File: config.mk
export PLATFORM = sky130hd
export DESIGN_NAME = mlsu_ld_txn_gen_flat
export DESIGN_NICKNAME = d
export VERILOG_FILES = /design/src/rtl/mlsu_ld_txn_gen_if.sv /design/src/rtl/mlsu_ld_txn_gen.sv /design/src/flat_wrapper.sv
export SDC_FILE = /design/constraint.sdc
export NUM_CORES = 1
export LEC_CHECK = 0
export ABC_AREA = 1
export BUFFER_PORTS_ARGS = -buffer_cell sky130_fd_sc_hd__buf_2
export CAP_MARGIN = 10
export CORE_MARGIN = 2
export CORE_UTILIZATION = 31
export CTS_CLUSTER_SIZE = 28
export DETAILED_ROUTE_END_ITERATION = 10
export GPL_ROUTABILITY_DRIVEN = 0
export PLACE_DENSITY = 0.44
export SLEW_MARGIN = 20
export SYNTH_ARGS = -nofsm -noshare
export SYNTH_HDL_FRONTEND = slang
export SYNTH_SLANG_ARGS = --single-unit
export TNS_END_PERCENT = 10
File: constraint.sdc
create_clock -name clk_i -period 9.53 [get_ports clk_i]
set_input_delay 0 -clock clk_i [delete_from_list [all_inputs] [get_ports clk_i]]
set_output_delay 0 -clock clk_i [all_outputs]
set_load 0.05 [all_outputs]
File: src/rtl/mlsu_ld_txn_gen_if.sv
// Bundle for mlsu_ld_txn_gen: matrix-load request, AXI AR channel and the
// per-beat txn_ctrl word for the sequential load unit.
// The master modport is the generator's view; slave is the environment's.
interface mlsu_ld_txn_gen_if #(
  parameter int unsigned AxiDataWidth = 128,
  parameter int unsigned AxiAddrWidth = 64,
  parameter int unsigned LenWidth     = 32
);
  localparam int unsigned BusNSize = $clog2(AxiDataWidth / 4);

  // request front end
  logic                    req_valid_i;
  logic                    req_ready_o;
  logic [AxiAddrWidth-1:0] req_addr_i;
  logic [LenWidth-1:0]     req_nbytes_i;

  // AXI AR channel
  logic                    ar_valid_o;
  logic                    ar_ready_i;
  logic [AxiAddrWidth-1:0] ar_addr_o;
  logic [7:0]              ar_len_o;
  logic [2:0]              ar_size_o;
  logic [1:0]              ar_burst_o;

  // per-beat transaction control
  logic                    txn_valid_o;
  logic                    txn_ready_i;
  logic [AxiAddrWidth-1:0] txn_addr_o;
  logic                    txn_is_head_o;
  logic                    txn_is_final_o;
  logic [7:0]              txn_rmn_beat_o;
  logic [BusNSize:0]       txn_lbn_o;

  modport master (
    input  req_valid_i, req_addr_i, req_nbytes_i, ar_ready_i, txn_ready_i,
    output req_ready_o, ar_valid_o, ar_addr_o, ar_len_o, ar_size_o, ar_burst_o,
           txn_valid_o, txn_addr_o, txn_is_head_o, txn_is_final_o,
           txn_rmn_beat_o, txn_lbn_o
  );

  modport slave (
    output req_valid_i, req_addr_i, req_nbytes_i, ar_ready_i, txn_ready_i,
    input  req_ready_o, ar_valid_o, ar_addr_o, ar_len_o, ar_size_o, ar_burst_o,
           txn_valid_o, txn_addr_o, txn_is_head_o, txn_is_final_o,
           txn_rmn_beat_o, txn_lbn_o
  );
endinterface

File: src/rtl/mlsu_ld_txn_gen.sv
// Matrix sequential-load transaction generator. Splits one contiguous byte
// request into 4 KiB-safe AXI INCR read bursts and, through a small burst
// descriptor FIFO, emits one txn_ctrl word per R beat in order.
module mlsu_ld_txn_gen #(
  parameter int unsigned AxiDataWidth = 128,
  parameter int unsigned AxiAddrWidth = 64,
  parameter int unsigned LenWidth     = 32,
  parameter int unsigned MaxBurstLen  = 16,
  parameter int unsigned DescDepth    = 2
) (
  input  logic              clk_i,
  input  logic              rst_ni,
  mlsu_ld_txn_gen_if.master bus
);
  localparam int unsigned BusBytes   = AxiDataWidth / 8;
  localparam int unsigned BusNibbles = AxiDataWidth / 4;
  localparam int unsigned BusNSize   = $clog2(BusNibbles);
  localparam int unsigned SizeW      = $clog2(BusBytes);
  localparam int unsigned EoW        = SizeW + 1;
  localparam int unsigned RmnW       = LenWidth + 1;
  localparam int unsigned PageBeats  = 4096 / BusBytes;
  localparam int unsigned PtrW       = (DescDepth > 1) ? $clog2(DescDepth) : 1;
  localparam int unsigned CntW       = $clog2(DescDepth + 1);

  typedef enum logic [0:0] {
    IDLE  = 1'b0,
    SPLIT = 1'b1
  } state_e;

  function automatic logic [RmnW-1:0] min_u(input logic [RmnW-1:0] a,
                                            input logic [RmnW-1:0] b);
    return (a < b) ? a : b;
  endfunction

  function automatic logic [PtrW-1:0] ptr_inc(input logic [PtrW-1:0] p);
    if (p == PtrW'(DescDepth - 1)) begin
      return {PtrW{1'b0}};
    end else begin
      return p + PtrW'(1);
    end
  endfunction

  // issue-side state
  state_e                  state_q, state_d;
  logic [AxiAddrWidth-1:0] cur_addr_q, cur_addr_d;
  logic [AxiAddrWidth-1:0] start_addr_q, start_addr_d;
  logic [RmnW-1:0]         rmn_total_q, rmn_total_d;
  logic [EoW-1:0]          end_off_q, end_off_d;
  logic                    head_pend_q, head_pend_d;

  // burst descriptor FIFO
  logic [AxiAddrWidth-1:0] desc_addr_q  [DescDepth];
  logic [7:0]              desc_len_q   [DescDepth];
  logic                    desc_head_q  [DescDepth];
  logic                    desc_final_q [DescDepth];
  logic [EoW-1:0]          desc_eoff_q  [DescDepth];
  logic [PtrW-1:0]         wr_ptr_q, rd_ptr_q;
  logic [CntW-1:0]         cnt_q;
  logic [7:0]              bc_q;

  // combinational helpers
  logic [RmnW-1:0]  page_beats_s, nb_s, span_s;
  logic [SizeW-1:0] last_low_s;
  logic             desc_full_s, desc_empty_s;
  logic             req_hs_s, ar_valid_s, push_s, final_s;
  logic             beat_s, pop_s;
  logic [7:0]       rmn_beat_s;

  // Burst sizing: never beyond MaxBurstLen, the request, or the 4 KiB page.
  always_comb begin
    page_beats_s = RmnW'(PageBeats) - RmnW'(cur_addr_q[11:SizeW]);
    nb_s         = min_u(min_u(RmnW'(MaxBurstLen), rmn_total_q), page_beats_s);
    final_s      = (nb_s == rmn_total_q);
    desc_full_s  = (cnt_q == CntW'(DescDepth));
    desc_empty_s = (cnt_q == {CntW{1'b0}});
    req_hs_s     = (state_q == IDLE) && bus.req_valid_i;
    ar_valid_s   = (state_q == SPLIT) && !desc_full_s;
    push_s       = ar_valid_s && bus.ar_ready_i;
    rmn_beat_s   = desc_len_q[rd_ptr_q] - bc_q;
    beat_s       = !desc_empty_s && bus.txn_ready_i;
    pop_s        = beat_s && (rmn_beat_s == 8'd0);
    // beat count covering the start offset inside the first bus word
    span_s       = RmnW'(bus.req_addr_i[SizeW-1:0]) + RmnW'(bus.req_nbytes_i)
                 + RmnW'(BusBytes - 1);
    last_low_s   = bus.req_addr_i[SizeW-1:0] + bus.req_nbytes_i[SizeW-1:0]
                 - SizeW'(1);
  end

  // Issue FSM next state: latch a request, then walk it burst by burst.
  always_comb begin
    state_d      = state_q;
    cur_addr_d   = cur_addr_q;
    start_addr_d = start_addr_q;
    rmn_total_d  = rmn_total_q;
    end_off_d    = end_off_q;
    head_pend_d  = head_pend_q;
    case (state_q)
      IDLE: begin
        if (req_hs_s) begin
          cur_addr_d   = {bus.req_addr_i[AxiAddrWidth-1:SizeW], {SizeW{1'b0}}};
          start_addr_d = bus.req_addr_i;
          rmn_total_d  = span_s >> SizeW;
          end_off_d    = {1'b0, last_low_s} + EoW'(1);
          head_pend_d  = 1'b1;
          state_d      = SPLIT;
        end else begin
          state_d      = IDLE;
        end
      end
      SPLIT: begin
        if (push_s) begin
          cur_addr_d  = cur_addr_q + (AxiAddrWidth'(nb_s) << SizeW);
          rmn_total_d = rmn_total_q - nb_s;
          head_pend_d = 1'b0;
          state_d     = final_s ? IDLE : SPLIT;
        end else begin
          state_d     = SPLIT;
        end
      end
      default: begin
        state_d = IDLE;
      end
    endcase
  end

  // Issue FSM state register.
  always_ff @(posedge clk_i) begin
    if (!rst_ni) begin
      state_q      <= IDLE;
      cur_addr_q   <= {AxiAddrWidth{1'b0}};
      start_addr_q <= {AxiAddrWidth{1'b0}};
      rmn_total_q  <= {RmnW{1'b0}};
      end_off_q    <= {EoW{1'b0}};
      head_pend_q  <= 1'b0;
    end else begin
      state_q      <= state_d;
      cur_addr_q   <= cur_addr_d;
      start_addr_q <= start_addr_d;
      rmn_total_q  <= rmn_total_d;
      end_off_q    <= end_off_d;
      head_pend_q  <= head_pend_d;
    end
  end

  // Descriptor FIFO: push on AR handshake, pop when a burst's last beat is taken.
  always_ff @(posedge clk_i) begin
    if (!rst_ni) begin
      for (int i = 0; i < int'(DescDepth); i++) begin
        desc_addr_q[i]  <= {AxiAddrWidth{1'b0}};
        desc_len_q[i]   <= 8'd0;
        desc_head_q[i]  <= 1'b0;
        desc_final_q[i] <= 1'b0;
        desc_eoff_q[i]  <= {EoW{1'b0}};
      end
      wr_ptr_q <= {PtrW{1'b0}};
      rd_ptr_q <= {PtrW{1'b0}};
      cnt_q    <= {CntW{1'b0}};
    end else begin
      if (push_s) begin
        // the head burst keeps the unaligned start so the consumer sees the offset
        desc_addr_q[wr_ptr_q]  <= head_pend_q ? start_addr_q : cur_addr_q;
        desc_len_q[wr_ptr_q]   <= nb_s[7:0] - 8'd1;
        desc_head_q[wr_ptr_q]  <= head_pend_q;
        desc_final_q[wr_ptr_q] <= final_s;
        desc_eoff_q[wr_ptr_q]  <= end_off_q;
        wr_ptr_q               <= ptr_inc(wr_ptr_q);
      end
      if (pop_s) begin
        rd_ptr_q <= ptr_inc(rd_ptr_q);
      end
      case ({push_s, pop_s})
        2'b10:   cnt_q <= cnt_q + CntW'(1);
        2'b01:   cnt_q <= cnt_q - CntW'(1);
        default: cnt_q <= cnt_q;
      endcase
    end
  end

  // Beat counter within the head descriptor's burst.
  always_ff @(posedge clk_i) begin
    if (!rst_ni) begin
      bc_q <= 8'd0;
    end else if (beat_s) begin
      bc_q <= (rmn_beat_s == 8'd0) ? 8'd0 : bc_q + 8'd1;
    end else begin
      bc_q <= bc_q;
    end
  end

  assign bus.req_ready_o    = (state_q == IDLE);
  assign bus.ar_valid_o     = ar_valid_s;
  assign bus.ar_addr_o      = cur_addr_q;
  assign bus.ar_len_o       = nb_s[7:0] - 8'd1;
  assign bus.ar_size_o      = 3'(SizeW);
  assign bus.ar_burst_o     = 2'b01;
  assign bus.txn_valid_o    = !desc_empty_s;
  assign bus.txn_addr_o     = desc_addr_q[rd_ptr_q] << 1;
  assign bus.txn_is_head_o  = desc_head_q[rd_ptr_q] && (bc_q == 8'd0);
  assign bus.txn_is_final_o = desc_final_q[rd_ptr_q];
  assign bus.txn_rmn_beat_o = rmn_beat_s;
  assign bus.txn_lbn_o      = (desc_final_q[rd_ptr_q] && (rmn_beat_s == 8'd0))
                            ? {desc_eoff_q[rd_ptr_q], 1'b0}
                            : (BusNSize + 1)'(BusNibbles);

  // Request legality and descriptor FIFO integrity.
  a_nbytes_nz: assert property (@(posedge clk_i) disable iff (!rst_ni)
    req_hs_s |-> (bus.req_nbytes_i != {LenWidth{1'b0}}));
  a_no_overflow: assert property (@(posedge clk_i) disable iff (!rst_ni)
    push_s |-> !desc_full_s);
  a_no_underflow: assert property (@(posedge clk_i) disable iff (!rst_ni)
    beat_s |-> !desc_empty_s);
  a_cnt_bound: assert property (@(posedge clk_i) disable iff (!rst_ni)
    cnt_q <= CntW'(DescDepth));
endmodule

File: src/flat_wrapper.sv
// flat-port wrapper written by rule: the top's interface ports become plain ports
module mlsu_ld_txn_gen_flat 
#(
  parameter int unsigned AxiDataWidth = 128,
  parameter int unsigned AxiAddrWidth = 64,
  parameter int unsigned LenWidth     = 32,
  parameter int unsigned MaxBurstLen  = 16,
  parameter int unsigned DescDepth    = 2
)
  (clk_i, rst_ni, bus_req_valid_i, bus_req_addr_i, bus_req_nbytes_i, bus_ar_ready_i, bus_txn_ready_i, bus_req_ready_o, bus_ar_valid_o, bus_ar_addr_o, bus_ar_len_o, bus_ar_size_o, bus_ar_burst_o, bus_txn_valid_o, bus_txn_addr_o, bus_txn_is_head_o, bus_txn_is_final_o, bus_txn_rmn_beat_o, bus_txn_lbn_o);
  mlsu_ld_txn_gen_if #(.AxiDataWidth(AxiDataWidth), .AxiAddrWidth(AxiAddrWidth), .LenWidth(LenWidth)) bus_i ();
  input  logic clk_i;
  input  logic rst_ni;
  input wire logic [$bits(bus_i.req_valid_i)-1:0] bus_req_valid_i;
  input wire logic [$bits(bus_i.req_addr_i)-1:0] bus_req_addr_i;
  input wire logic [$bits(bus_i.req_nbytes_i)-1:0] bus_req_nbytes_i;
  input wire logic [$bits(bus_i.ar_ready_i)-1:0] bus_ar_ready_i;
  input wire logic [$bits(bus_i.txn_ready_i)-1:0] bus_txn_ready_i;
  output wire logic [$bits(bus_i.req_ready_o)-1:0] bus_req_ready_o;
  output wire logic [$bits(bus_i.ar_valid_o)-1:0] bus_ar_valid_o;
  output wire logic [$bits(bus_i.ar_addr_o)-1:0] bus_ar_addr_o;
  output wire logic [$bits(bus_i.ar_len_o)-1:0] bus_ar_len_o;
  output wire logic [$bits(bus_i.ar_size_o)-1:0] bus_ar_size_o;
  output wire logic [$bits(bus_i.ar_burst_o)-1:0] bus_ar_burst_o;
  output wire logic [$bits(bus_i.txn_valid_o)-1:0] bus_txn_valid_o;
  output wire logic [$bits(bus_i.txn_addr_o)-1:0] bus_txn_addr_o;
  output wire logic [$bits(bus_i.txn_is_head_o)-1:0] bus_txn_is_head_o;
  output wire logic [$bits(bus_i.txn_is_final_o)-1:0] bus_txn_is_final_o;
  output wire logic [$bits(bus_i.txn_rmn_beat_o)-1:0] bus_txn_rmn_beat_o;
  output wire logic [$bits(bus_i.txn_lbn_o)-1:0] bus_txn_lbn_o;
  assign bus_i.req_valid_i = bus_req_valid_i;
  assign bus_i.req_addr_i = bus_req_addr_i;
  assign bus_i.req_nbytes_i = bus_req_nbytes_i;
  assign bus_i.ar_ready_i = bus_ar_ready_i;
  assign bus_i.txn_ready_i = bus_txn_ready_i;
  assign bus_req_ready_o = bus_i.req_ready_o;
  assign bus_ar_valid_o = bus_i.ar_valid_o;
  assign bus_ar_addr_o = bus_i.ar_addr_o;
  assign bus_ar_len_o = bus_i.ar_len_o;
  assign bus_ar_size_o = bus_i.ar_size_o;
  assign bus_ar_burst_o = bus_i.ar_burst_o;
  assign bus_txn_valid_o = bus_i.txn_valid_o;
  assign bus_txn_addr_o = bus_i.txn_addr_o;
  assign bus_txn_is_head_o = bus_i.txn_is_head_o;
  assign bus_txn_is_final_o = bus_i.txn_is_final_o;
  assign bus_txn_rmn_beat_o = bus_i.txn_rmn_beat_o;
  assign bus_txn_lbn_o = bus_i.txn_lbn_o;
  mlsu_ld_txn_gen #(.AxiDataWidth(AxiDataWidth), .AxiAddrWidth(AxiAddrWidth), .LenWidth(LenWidth), .MaxBurstLen(MaxBurstLen), .DescDepth(DescDepth)) u_core (.clk_i(clk_i), .rst_ni(rst_ni), .bus(bus_i));
endmodule
# Word level (Yosys, flattened, before mapping)

Memories as Yosys holds them, arrays and structs flattened. A register that Yosys moved wholly into a read port is not among the register bits.
Cells that the tools add are included.

Bits in registers: 180
Latch bits: 0
Memory bits (writable): 158
Memory bits (read-only): 0
Input port bits: 101
Word-level logic and storage cells: 109
Memories kept: 5

Memory list:

| memory              | words | bits a word | read ports | clocked after Yosys merged registers in | write ports | line                  | RTL |
|---|---|---|---|---|---|---|---|
| u_core.desc_addr_q  | 2     | 64          | 1          | 1                                       | 2           | mlsu_ld_txn_gen.sv:52 | `logic [AxiAddrWidth-1:0] desc_addr_q [DescDepth];` |
| u_core.desc_len_q   | 2     | 8           | 1          | 1                                       | 2           | mlsu_ld_txn_gen.sv:53 | `logic [7:0] desc_len_q [DescDepth];` |
| u_core.desc_eoff_q  | 2     | 5           | 1          | 1                                       | 2           | mlsu_ld_txn_gen.sv:56 | `logic [EoW-1:0] desc_eoff_q [DescDepth];` |
| u_core.desc_final_q | 2     | 1           | 1          | 1                                       | 2           | mlsu_ld_txn_gen.sv:55 | `logic desc_final_q [DescDepth];` |
| u_core.desc_head_q  | 2     | 1           | 1          | 1                                       | 2           | mlsu_ld_txn_gen.sv:54 | `logic desc_head_q [DescDepth];` |

$add $sub $neg: 15
Multiply operators: 0
Divide/modulo/power cells: 0
Order comparisons: 2
Equal/unequal tests: 6
Shifts and indexed selects: 0
Multiplexer cells: 50
Bitwise operators: 1
Reduce and logical (&&, ||, !) cells: 20

Operator list:

| operator                                                              | count |
|---|---|
| 64-bit two-way mux                                                    | 4 |
| 33-bit two-way mux                                                    | 4 |
| 64-bit case mux with 2 select lines                                   | 1 |
| 33-bit case mux with 2 select lines                                   | 1 |
| 64-bit by 37-bit adder with 64-bit output                             | 1 |
| 64-bit OR reduction                                                   | 1 |
| 33-bit by 4-bit adder with 33-bit output (second input constant)      | 1 |
| 4-bit by 32-bit adder with 33-bit output                              | 1 |
| 33-bit == test                                                        | 1 |
| 33-bit < comparator                                                   | 1 |
| 5-bit by 33-bit < comparator with 1-bit output (first input constant) | 1 |
| 1-bit two-way mux                                                     | 33 |
| 33-bit subtractor                                                     | 1 |
| 8-bit zero test                                                       | 2 |
| 8-bit two-way mux                                                     | 2 |
| 9-bit by 8-bit subtractor with 10-bit output (first input constant)   | 1 |
| 8-bit by 1-bit adder with 8-bit output (second input constant)        | 1 |
| 8-bit OR reduction                                                    | 1 |
| 8-bit by 1-bit subtractor with 8-bit output (second input constant)   | 1 |
| 8-bit subtractor                                                      | 1 |
| 1-bit logical AND                                                     | 7 |
| 6-bit two-way mux                                                     | 1 |
| 4-bit by 1-bit adder with 5-bit output (second input constant)        | 1 |
| 5-bit two-way mux                                                     | 1 |
| 18 further kinds                                                      | 24 |

# Longest topological paths before layout

Gate-level depths: netlist of run 1.

Depth in word-level cells: 9
Mapped depth: 30
Gate-level depth less buffers: 30

# Worst setup path after synthesis of run 1

No wires, ideal clock.

Path kind: flip-flop to flip-flop
Start: register u_core.cur_addr_q[4], in the netlist u_core.bus.ar_addr_o[4]
End: register u_core.cur_addr_q[26], in the netlist u_core.bus.ar_addr_o[26]
Library setup time: 117 ps
Arrival time: 4184 ps
Setup slack: 5229 ps
Cell stages (with the launch flop): 26
Buffers on the path: 0
Path through: dfxtp_1 -> inv_1 -> ha_1 -> nand3_1 -> nand3b_1 -> xor2_1 -> ha_1 -> nand4_1 -> inv_2 -> a21oi_4 -> nand2_8 -> nand2_1 -> o21ai_4 -> ha_1 -> fa_1 -> nand3_1 -> nand2_1 -> nand3_1 -> nand2_1 -> nand2_1 -> nand3_1 -> or2_1 -> nand3_1 -> nand3_1 -> o211ai_1 -> inv_1

Word-level cells in the longest chain between the ends: 6

RTL lines:

| item                                         | line                   | RTL |
|---|---|---|
| start: declaration                           | mlsu_ld_txn_gen.sv:45  | `logic [AxiAddrWidth-1:0] cur_addr_q, cur_addr_d;` |
| start signal: assignment                     | mlsu_ld_txn_gen.sv:130 | `cur_addr_q <= {AxiAddrWidth{1'b0}};` |
| start signal: assignment                     | mlsu_ld_txn_gen.sv:137 | `cur_addr_q <= cur_addr_d;` |
| 9-bit by 8-bit subtractor with 10-bit output | mlsu_ld_txn_gen.sv:71  | `page_beats_s = RmnW'(PageBeats) - RmnW'(cur_addr_q[11:SizeW]);` |
| 33-bit < comparator                          | mlsu_ld_txn_gen.sv:32  | `return (a < b) ? a : b;` |
| 33-bit two-way mux                           | mlsu_ld_txn_gen.sv:32  |  |
| 64-bit by 37-bit adder with 64-bit output *  | mlsu_ld_txn_gen.sv:112 | `cur_addr_d = cur_addr_q + (AxiAddrWidth'(nb_s) << SizeW);` |
| 64-bit two-way mux *                         | mlsu_ld_txn_gen.sv:111 | `if (push_s) begin` |
| 64-bit case mux with 2 select lines *        | mlsu_ld_txn_gen.sv:97  | `case (state_q)` |

Mark *: on every way between the ends. The rest lies on a longest branch, timed or not. The select of a mux whose other input is x is not followed.
A chain may end at the register's enable or synchronous reset.

# Final worst setup path of run 1

Start: register u_core.cur_addr_q[4], in the netlist u_core.bus.ar_addr_o[4]
End: register u_core.cur_addr_q[36], in the netlist u_core.bus.ar_addr_o[36]

Same word-level chain as after synthesis.

==> flow_metrics.tcl, run 1 <==
set metrics [dict create \
    grt-ovfl-total 0 \
    cts.clk_slew.worst_paths_ps 60 \
    seq_area_frac_synth_pct 37.4 \
    drive_above_1_share_pct 14.5 \
    fin_util_pct 37.9 \
    post-place-ws_ps 4730 \
    port_buffers 249 \
    leakage_uw 0.0119 \
    viasPerCell 4.97 \
    cap_violations 0 \
    antenna_left 0 \
    place_area_sq_um 24100 \
    mostFrequentLayoutCells "nand2_1 (541), nor2_1 (456), inv_1 (314)" \
    critical_path_buf_inv_count 3 \
    cts_inserted_buffers 42 \
    cp.required_ps 10050 \
    critPathCaptureType "flop" \
    grt_antenna_before_repair 0 \
    cp_max_fo 9 \
    cp.arrival_ps 5420 \
    reg2regPathDepth 25 \
    slew_headroom_pct 41.9 \
    setup_viol 0 \
    crit_path_max_incr_delay_ps 490 \
    holdBufCountCts 101 \
    criticalPathCategory "flop to flop" \
    tightest_slew_ps 872 \
    nets 3532 \
    cp.depth 25 \
    crit_start "u_core.bus.ar_addr_o[4]$_SDFFE_PN0P_" \
    cp-start-kind "flop" \
    ios 261 \
    coreArea_sq_um 69800 \
    ys_seq_elements 332 \
    die_y_um 269 \
    reg2reg_to "u_core.bus.ar_addr_o[36]$_SDFFE_PN0P_" \
    syn_inst 2985 \
    yosys_warnings 0 \
    cts-resized-gates 0 \
    crit_family "simple AND/OR/NAND/NOR gates" \
    cts_root_buf "clkbuf_16" \
    first_iter_violations 1620 \
    tritoncts "yes" \
    placed_cells 4128 \
    synth_edf_count 152 \
    endpoint "u_core.bus.ar_addr_o[36]$_SDFFE_PN0P_" \
    hold_path.class "input pin to flop" \
    rr_startpoint "u_core.bus.ar_addr_o[4]$_SDFFE_PN0P_" \
    synth_flop_cell "dfxtp_1" \
    die_area_sq_um 72500 \
    rsz0062_at_grt "false" \
    hold_viol_final 0 \
    ctsHtreeMaxLevel 2 \
    routed_wl_mm 81.8 \
    async_flop_share_pct 0 \
    grt_max_degree 81 \
    post_cts_buffers 0 \
    die_w_um 269 \
    worst_path_most_repeated_cell "nand2_1" \
    clkSinkCount 332 \
    max_freq_mhz 204 \
    final_common_cell "nand2_1" \
    period_needed_ps 4900 \
    std_cell_rows 97 \
    period_share_pct 51.4 \
    grt_pass1_wl_mm 126 \
    fin_area_sq_um 26500 \
    avgSynthCellArea_sq_um 7.31 \
    dr_total_vias 21400 \
    initial_utilization_pct 31.3 \
    synth_cell_types 56 \
    n_antenna_cell 0 \
    ir_drop_v 0.000109 \
    first_pass_iters 5 \
    status "finished, final reports clean" \
    place_hpwl_mm 61.4 \
    clockBufferDepth 3 \
    grt_pass1_vias 20900 \
    synthToLayoutAreaGrowth_pct 21.4 \
    grt_usage_pct 22.1 \
    slowest_stage "o21ai_1" \
    setup_slack_ps 4630 \
    r2r_slack_ps 4630 \
    setup_tns_ps 0 \
    final.setup_skew_ps 18.0 \
    wire_per_inst_um 19.0 \
    p_per_area_nw_per_um2 184 \
    post-route-drc-count 0 \
    clkLatencyLatePin_ps 580 \
    maxSlewViolCount 0 \
    synth_area_sq_um 21800 \
    instances_no_fill 4307 \
]
## state kept, by name (all words and copies together) (netlist names), 2 cells and up, named ones only
signal and count:
u_core.bc_q 8, u_core.desc_head_q 2, u_core.end_off_q 5, u_core.cnt_q 2, u_core.bus.ar_addr_o 60, u_core.start_addr_q 63, u_core.desc_final_q 2, u_core.desc_eoff_q 10
u_core.desc_len_q 16, u_core.rmn_total_q 33, u_core.desc_addr_q 126
## kinds of logic (layout without fill, tap and decap cells)
| kind of cell | count (synthesis) | in the layout | synth area share, % |
|---|---|---|---|
| adders and majority gates | 98 | 98 | 5.76 |
| and+or+nand+nor | 1387 | 1387 | 27.6 |
| AOI/OAI and AO/OA | 551 | 551 | 13.8 |
| muxes | 90 | 90 | 4.52 |
| xor gates and xnor gates | 63 | 63 | 2.60 |
| other | 2 | 62 | 0.0344 |
| DFF | 332 | 332 | 37.4 |
| buffers and inverters | 462 | 784 | 8.24 |
## worst reg2reg max path: stages, from the launching register on
cell and delay [ps]:
dfxtp_1 400, inv_1 90, ha_1 180, nand3_1 120, nand3b_1 220, nor2_1 110, nand2_1 80, ha_1 320
nand4_1 190, inv_2 70, a21oi_4 270, nand2_8 130, o21ai_4 310, ha_1 320, fa_1 340, nand3_1 110
nand2_1 200, a21oi_1 100, o21ai_1 490, nand2_1 110, nand2_1 170, xor2_1 210, nand2_1 90, nand3_1 90
nand2_1 60, inv_1 50
## worst min-delay path by stage
stage	startpoint	to	slack [ps]	depth (start not counted)
floorplan	bus_req_valid_i	u_core.start_addr_q[48]$_SDFFE_PN0P_	90	1
global placement	bus_req_addr_i[36]	u_core.start_addr_q[36]$_SDFFE_PN0P_	280	3
detailed placement	bus_req_addr_i[36]	u_core.start_addr_q[36]$_SDFFE_PN0P_	290	3
CTS	bus_req_nbytes_i[29]	u_core.rmn_total_q[25]$_SDFFE_PN0P_	5	4
global route	bus_req_nbytes_i[29]	u_core.rmn_total_q[25]$_SDFFE_PN0P_	10	4
finish	bus_req_nbytes_i[29]	u_core.rmn_total_q[25]$_SDFFE_PN0P_	10	4
## power breakdown
part	switching (uW)	total, uW	leakage, uW	internal, uW
Sequential	99.7	1690	0.00307	1590
Clock	661	1600	0.000666	935
Combinational	1140	1590	0.00818	454
Total	1900	4870	0.0119	2980
## cells in the mapped netlist, types with 3 or more instances
cell type,number,share of area [%]
nor2_4,4,0.21
buf_2,17,0.39
o21ai_0,196,4.5
buf_4,11,0.38
inv_2,22,0.38
a31oi_1,13,0.37
mux2i_1,22,1.0
a221oi_1,7,0.28
dfxtp_1,180,17
nand3_2,3,0.14
a21o_1,6,0.21
edfxtp_1,152,21
nor2_2,9,0.26
clkinv_1,5,0.086
nand4_1,50,1.4
ha_1,94,5.4
a211oi_1,15,0.52
clkbuf_1,79,1.4
xor2_1,45,1.8
or2_1,9,0.26
xnor2_1,16,0.64
or2_2,14,0.40
buf_1,13,0.22
o21a_1,6,0.21
a21oi_1,235,5.4
nand2_1,546,9.4
fa_1,4,0.37
nand2_2,12,0.34
nand2_4,7,0.36
o21bai_1,11,0.38
nand3b_1,16,0.55
o21ai_1,26,0.60
o211ai_1,25,0.86
nor2_1,456,7.8
mux2_2,68,3.5
nand3_1,207,4.7
inv_1,315,5.4
nor3_1,42,0.96
## metrics by stage
| step | power, uW | hold WS [ps] |
|---|---|---|
| 3_5_place_dp | 3250 | 286 |
| 6_report | 4870 | 11.9 |
| 2_1_floorplan | 2790 | 90.0 |
| 4_1_cts | 4900 | 4.99 |
| 5_1_grt | 5140 | 14.2 |
| 3_3_place_gp | 3240 | 283 |
## routing by layer
layer	vias to the layer above	part of all wire, %	wire length, um	GRT usage (%)
li1	10600	-	-	-
met1	10100	47	38700	30.8
met2	572	45	37000	35.7
met3	120	4.7	3870	2.81
met4	0	2.7	2170	5.99
met5	-	0	0	0
## cell type report
type / instances / area, sq um
fill: 7488 / 43300
multi-input combinational: 2251 / 12100
sequential: 332 / 8180
timing repair buffer: 364 / 2360
inverter: 342 / 1280
tap: 940 / 1180
clock buffer: 56 / 1150
clock inverter: 22 / 205
(Power assumes the default switching activity.)
==> inputs of run 2 (changes only) <==
--- a/config.mk
+++ b/config.mk
@@ -5,7 +5,7 @@
 export SDC_FILE = /design/constraint.sdc
 export NUM_CORES = 1
 export LEC_CHECK = 0
-export ABC_AREA = 1
+export ABC_AREA = 0
 export BUFFER_PORTS_ARGS = -buffer_cell sky130_fd_sc_hd__buf_2
 export CAP_MARGIN = 10
 export CORE_MARGIN = 2
==> constraint.sdc (replaced) <==
create_clock -name clk_i -period 5 [get_ports clk_i]
set_input_delay 0 -clock clk_i [delete_from_list [all_inputs] [get_ports clk_i]]
set_output_delay 0 -clock clk_i [all_outputs]
set_load 0.05 [all_outputs]
==> run 2 against run 1 <==
Effect of this change: the flow now finishes with violations (setup timing); flip-flop and latch count unchanged; non-clock buffer count is 178 higher; sequential power is 88% higher; largest power group is now combinational logic; clock power grew 100%; design area shrank 1.6%; count of clock-buffer cells in the layout shrank 3; routed wire length decreased by 15%; synthesized cell count down 27%; worst setup slack worse by 4900 ps; clock skew up 3.5 ps; critical path type unchanged; register-to-register slack got worse by 4900 ps.
==> flow_metrics.tcl, run 2 <==
set metrics [dict create \
    p_per_area_nw_per_um2 373 \
    routed-wl-met2_mm 33.1 \
    nets 2894 \
    crit_path_max_incr_delay_ps 370 \
    largest_reg_flops 126 \
    clkLatencyLatePin_ps 580 \
    coreArea_sq_um 61800 \
    grt-ovfl-total 0 \
    seq_area_frac_synth_pct 42.0 \
    multi_input_area_sq_um 11300 \
    synth.most_common_cell "nand2_1" \
    ios 261 \
    synth_flop_cell "dfxtp_1" \
    die_y_um 255 \
    setup_tns_ps -7140 \
    dr_total_vias 17800 \
    first_iter_violations 991 \
    clockPowerShare_pct 33.3 \
    viasPerCell 5.00 \
    dr_wl_met3_mm 2.98 \
    synth_common_cells "nand2_1 (261), nor2_1 (256), a21oi_1 (200)" \
    cp_max_fo 4 \
    slowest_stage "a2111oi_0" \
    antenna_left 0 \
    cts.clk_slew.worst_paths_ps 60 \
    mostFrequentLayoutCells "nand2_1 (256), nor2_1 (251), buf_2 (249)" \
    final_common_cell "nand2_1" \
    power_uw 9720 \
    synth_top_cell_area_share_pct 23.5 \
    ys_seq_elements 332 \
    period_needed_ps 5300 \
    tritoncts "yes" \
    drive_above_1_share_pct 25.7 \
    p_sw_share_pct 35.4 \
    routed_wl_mm 69.5 \
    grt_pass1_vias 17700 \
    synth_cell_types 78 \
    setup_slack_ps -295 \
    ir_drop_v 0.000229 \
    grt_antenna_before_repair 0 \
    ctsHtreeMaxLevel 2 \
    async_flop_share_pct 0 \
    nFillCells 6135 \
    cp.arrival_ps 5750 \
    synth_simple_gate_area_share_pct 17.3 \
    synth-adder-area-share_pct 6.46 \
    port_buffers 249 \
    worst_path_most_repeated_cell "a21o_1" \
    leakage_uw 0.0108 \
    rsz0062_at_grt "true" \
    power.internal_uw 6280 \
    cts_root_buf "clkbuf_16" \
    synth_top_family_by_area "simple AND/OR/NAND/NOR gates" \
    synth_compound_area_share_pct 16.9 \
    ys_top_cells_by_area "edfxtp_1 (23%), dfxtp_1 (19%), ha_1 (6.0%)" \
    avgSynthCellArea_sq_um 8.93 \
    syn_inst 2179 \
    top_register "u_core.desc_addr_q" \
    maxSlewViolCount 0 \
    highest-signal-layer "met4" \
    cap_violations 0 \
    muxShareOfSynthArea_pct 8.26 \
    tightest_slew_ps 1040 \
    instances_no_fill 3566 \
    placed_cells 3345 \
    std_cell_rows 91 \
    hold_viol_final 0 \
    seq_area_sq_um 8180 \
    place_hpwl_mm 47.6 \
    cts_inserted_buffers 42 \
    violations "setup timing" \
    synth_edf_count 152 \
    first_pass_iters 5 \
    seq_power_share_pct 32.6 \
    final.setup_skew_ps 21.5 \
    cp.required_ps 5450 \
    cp-start-kind "flop" \
    grt_pass1_wl_mm 104 \
    synth_area_sq_um 19500 \
    max_freq_mhz 189 \
    whs_ps 17.3 \
    criticalPathCategory "flop to flop" \
    hold_path.class "input pin to flop" \
    synthToLayoutAreaGrowth_pct 33.9 \
    grt_max_degree 71 \
    initial_utilization_pct 31.5 \
    critPathCaptureType "flop" \
    comb_power_share_pct 34.1 \
    n_antenna_cell 0 \
    drt-met1-wl_mm 31.9 \
    status "finished, violations left" \
    die_area_sq_um 64800 \
    grt_usage_pct 20.9 \
    die_w_um 255 \
    setup_viol 47 \
    period_share_pct 106 \
    post-route-drc-count 0 \
    wire_per_inst_um 19.5 \
    slew_headroom_pct 30.7 \
    clkSinkCount 332 \
    clockBufferDepth 3 \
    yosys_warnings 0 \
    switching_power_uw 3440 \
    synth_xor_area_share_pct 4.64 \
    synth_top_cell_by_area "edfxtp_1" \
]
run 2: changes by cell type after synthesis, moves of 21 or more:
cell,change
a21oi_1,-35
nand3_1,-144
nand2_1,-285
o21ai_0,-98
nand4_1,-21
mux2i_1,+62
inv_1,-231
and3_1,+24
nor2_1,-200
o21ai_1,-23
a21o_1,+38
inv_2,-22
xnor2_1,+49
run 2: layout make-up:
cell class,count,area share [%]
clock inverters,25,1.27
repair buffers,542,14.4
well taps,837,4.02
flip-flops and latches,332,31.4
multi-input cells,1693,43.4
clock buffers,53,4.31
inverters,84,1.23
run 2: path summary, 6_finish.rpt:
check | start | to | slack (ps) | cells past startpoint
worst max-delay path | u_core.rmn_total_q[14]$_SDFFE_PN0P_ | u_core.bus.ar_addr_o[32]$_SDFFE_PN0P_ | -300 | 29
worst min-delay path | bus_req_nbytes_i[20] | u_core.rmn_total_q[16]$_SDFFE_PN0P_ | 20 | 5
worst max register to register | u_core.rmn_total_q[14]$_SDFFE_PN0P_ | u_core.bus.ar_addr_o[32]$_SDFFE_PN0P_ | -300 | 29
worst min register to register | u_core.start_addr_q[12]$_SDFFE_PN0P_ | u_core.start_addr_q[12]$_SDFFE_PN0P_ | 450 | 2
run 2: through the flow:
stage	utilization [%]	instance area, sq um	worst slack (ps)
finish	42.1	26100	-295
global route	42.1	26100	-560
CTS	41.7	25800	-342
detailed placement	36.7	22700	-792
global placement	36.6	22700	-727
floorplan	-	19700	-677
run 2: power groups by stage:
stage,sequential (uW),combinational [uW],clock (uW)
2_1_floorplan,3320,1790,0
3_3_place_gp,3210,2950,0
3_5_place_dp,3220,2950,0
4_1_cts,3170,3220,3330
5_1_grt,3190,3570,3420
6_report,3170,3310,3240
run 2: what timing repair did:
action	CTS	global route
hold buffers	99	0
cloned	1	0
pin swaps	73	37
buffers inserted	37	7
setup endpoints to repair	82	75
hold endpoints to repair	155	0
gates resized for setup	95	44
run 2: routing by layer:
metal / global-route usage [%] / vias up
li1: - / 8774
met1: 27.4 / 8620
met2: 35.8 / 359
met3: 3.17 / 89
met4: 5.58 / 0
met5: 0 / -
run 2: cell families after synthesis:
group                      count (synthesis)
and+or+nand+nor                          755
AOI/OAI and AO/OA                        522
DFF                                      332
buffers and inverters                    215
muxes                                    152
xor gates and xnor gates                 103
adders and majority gates                 98
other                                      2
run 2: worst max-delay path, delay by kind of cell, from the launching register on:
| family | cells | cell delay, ps |
|---|---|---|
| AOI/OAI and AO/OA | 15 | 2600 |
| xor gates and xnor gates | 1 | 80 |
| adders and majority gates | 2 | 560 |
| buffers and inverters | 5 | 610 |
| DFF | 1 | 320 |
| and+or+nand+nor | 6 | 1000 |
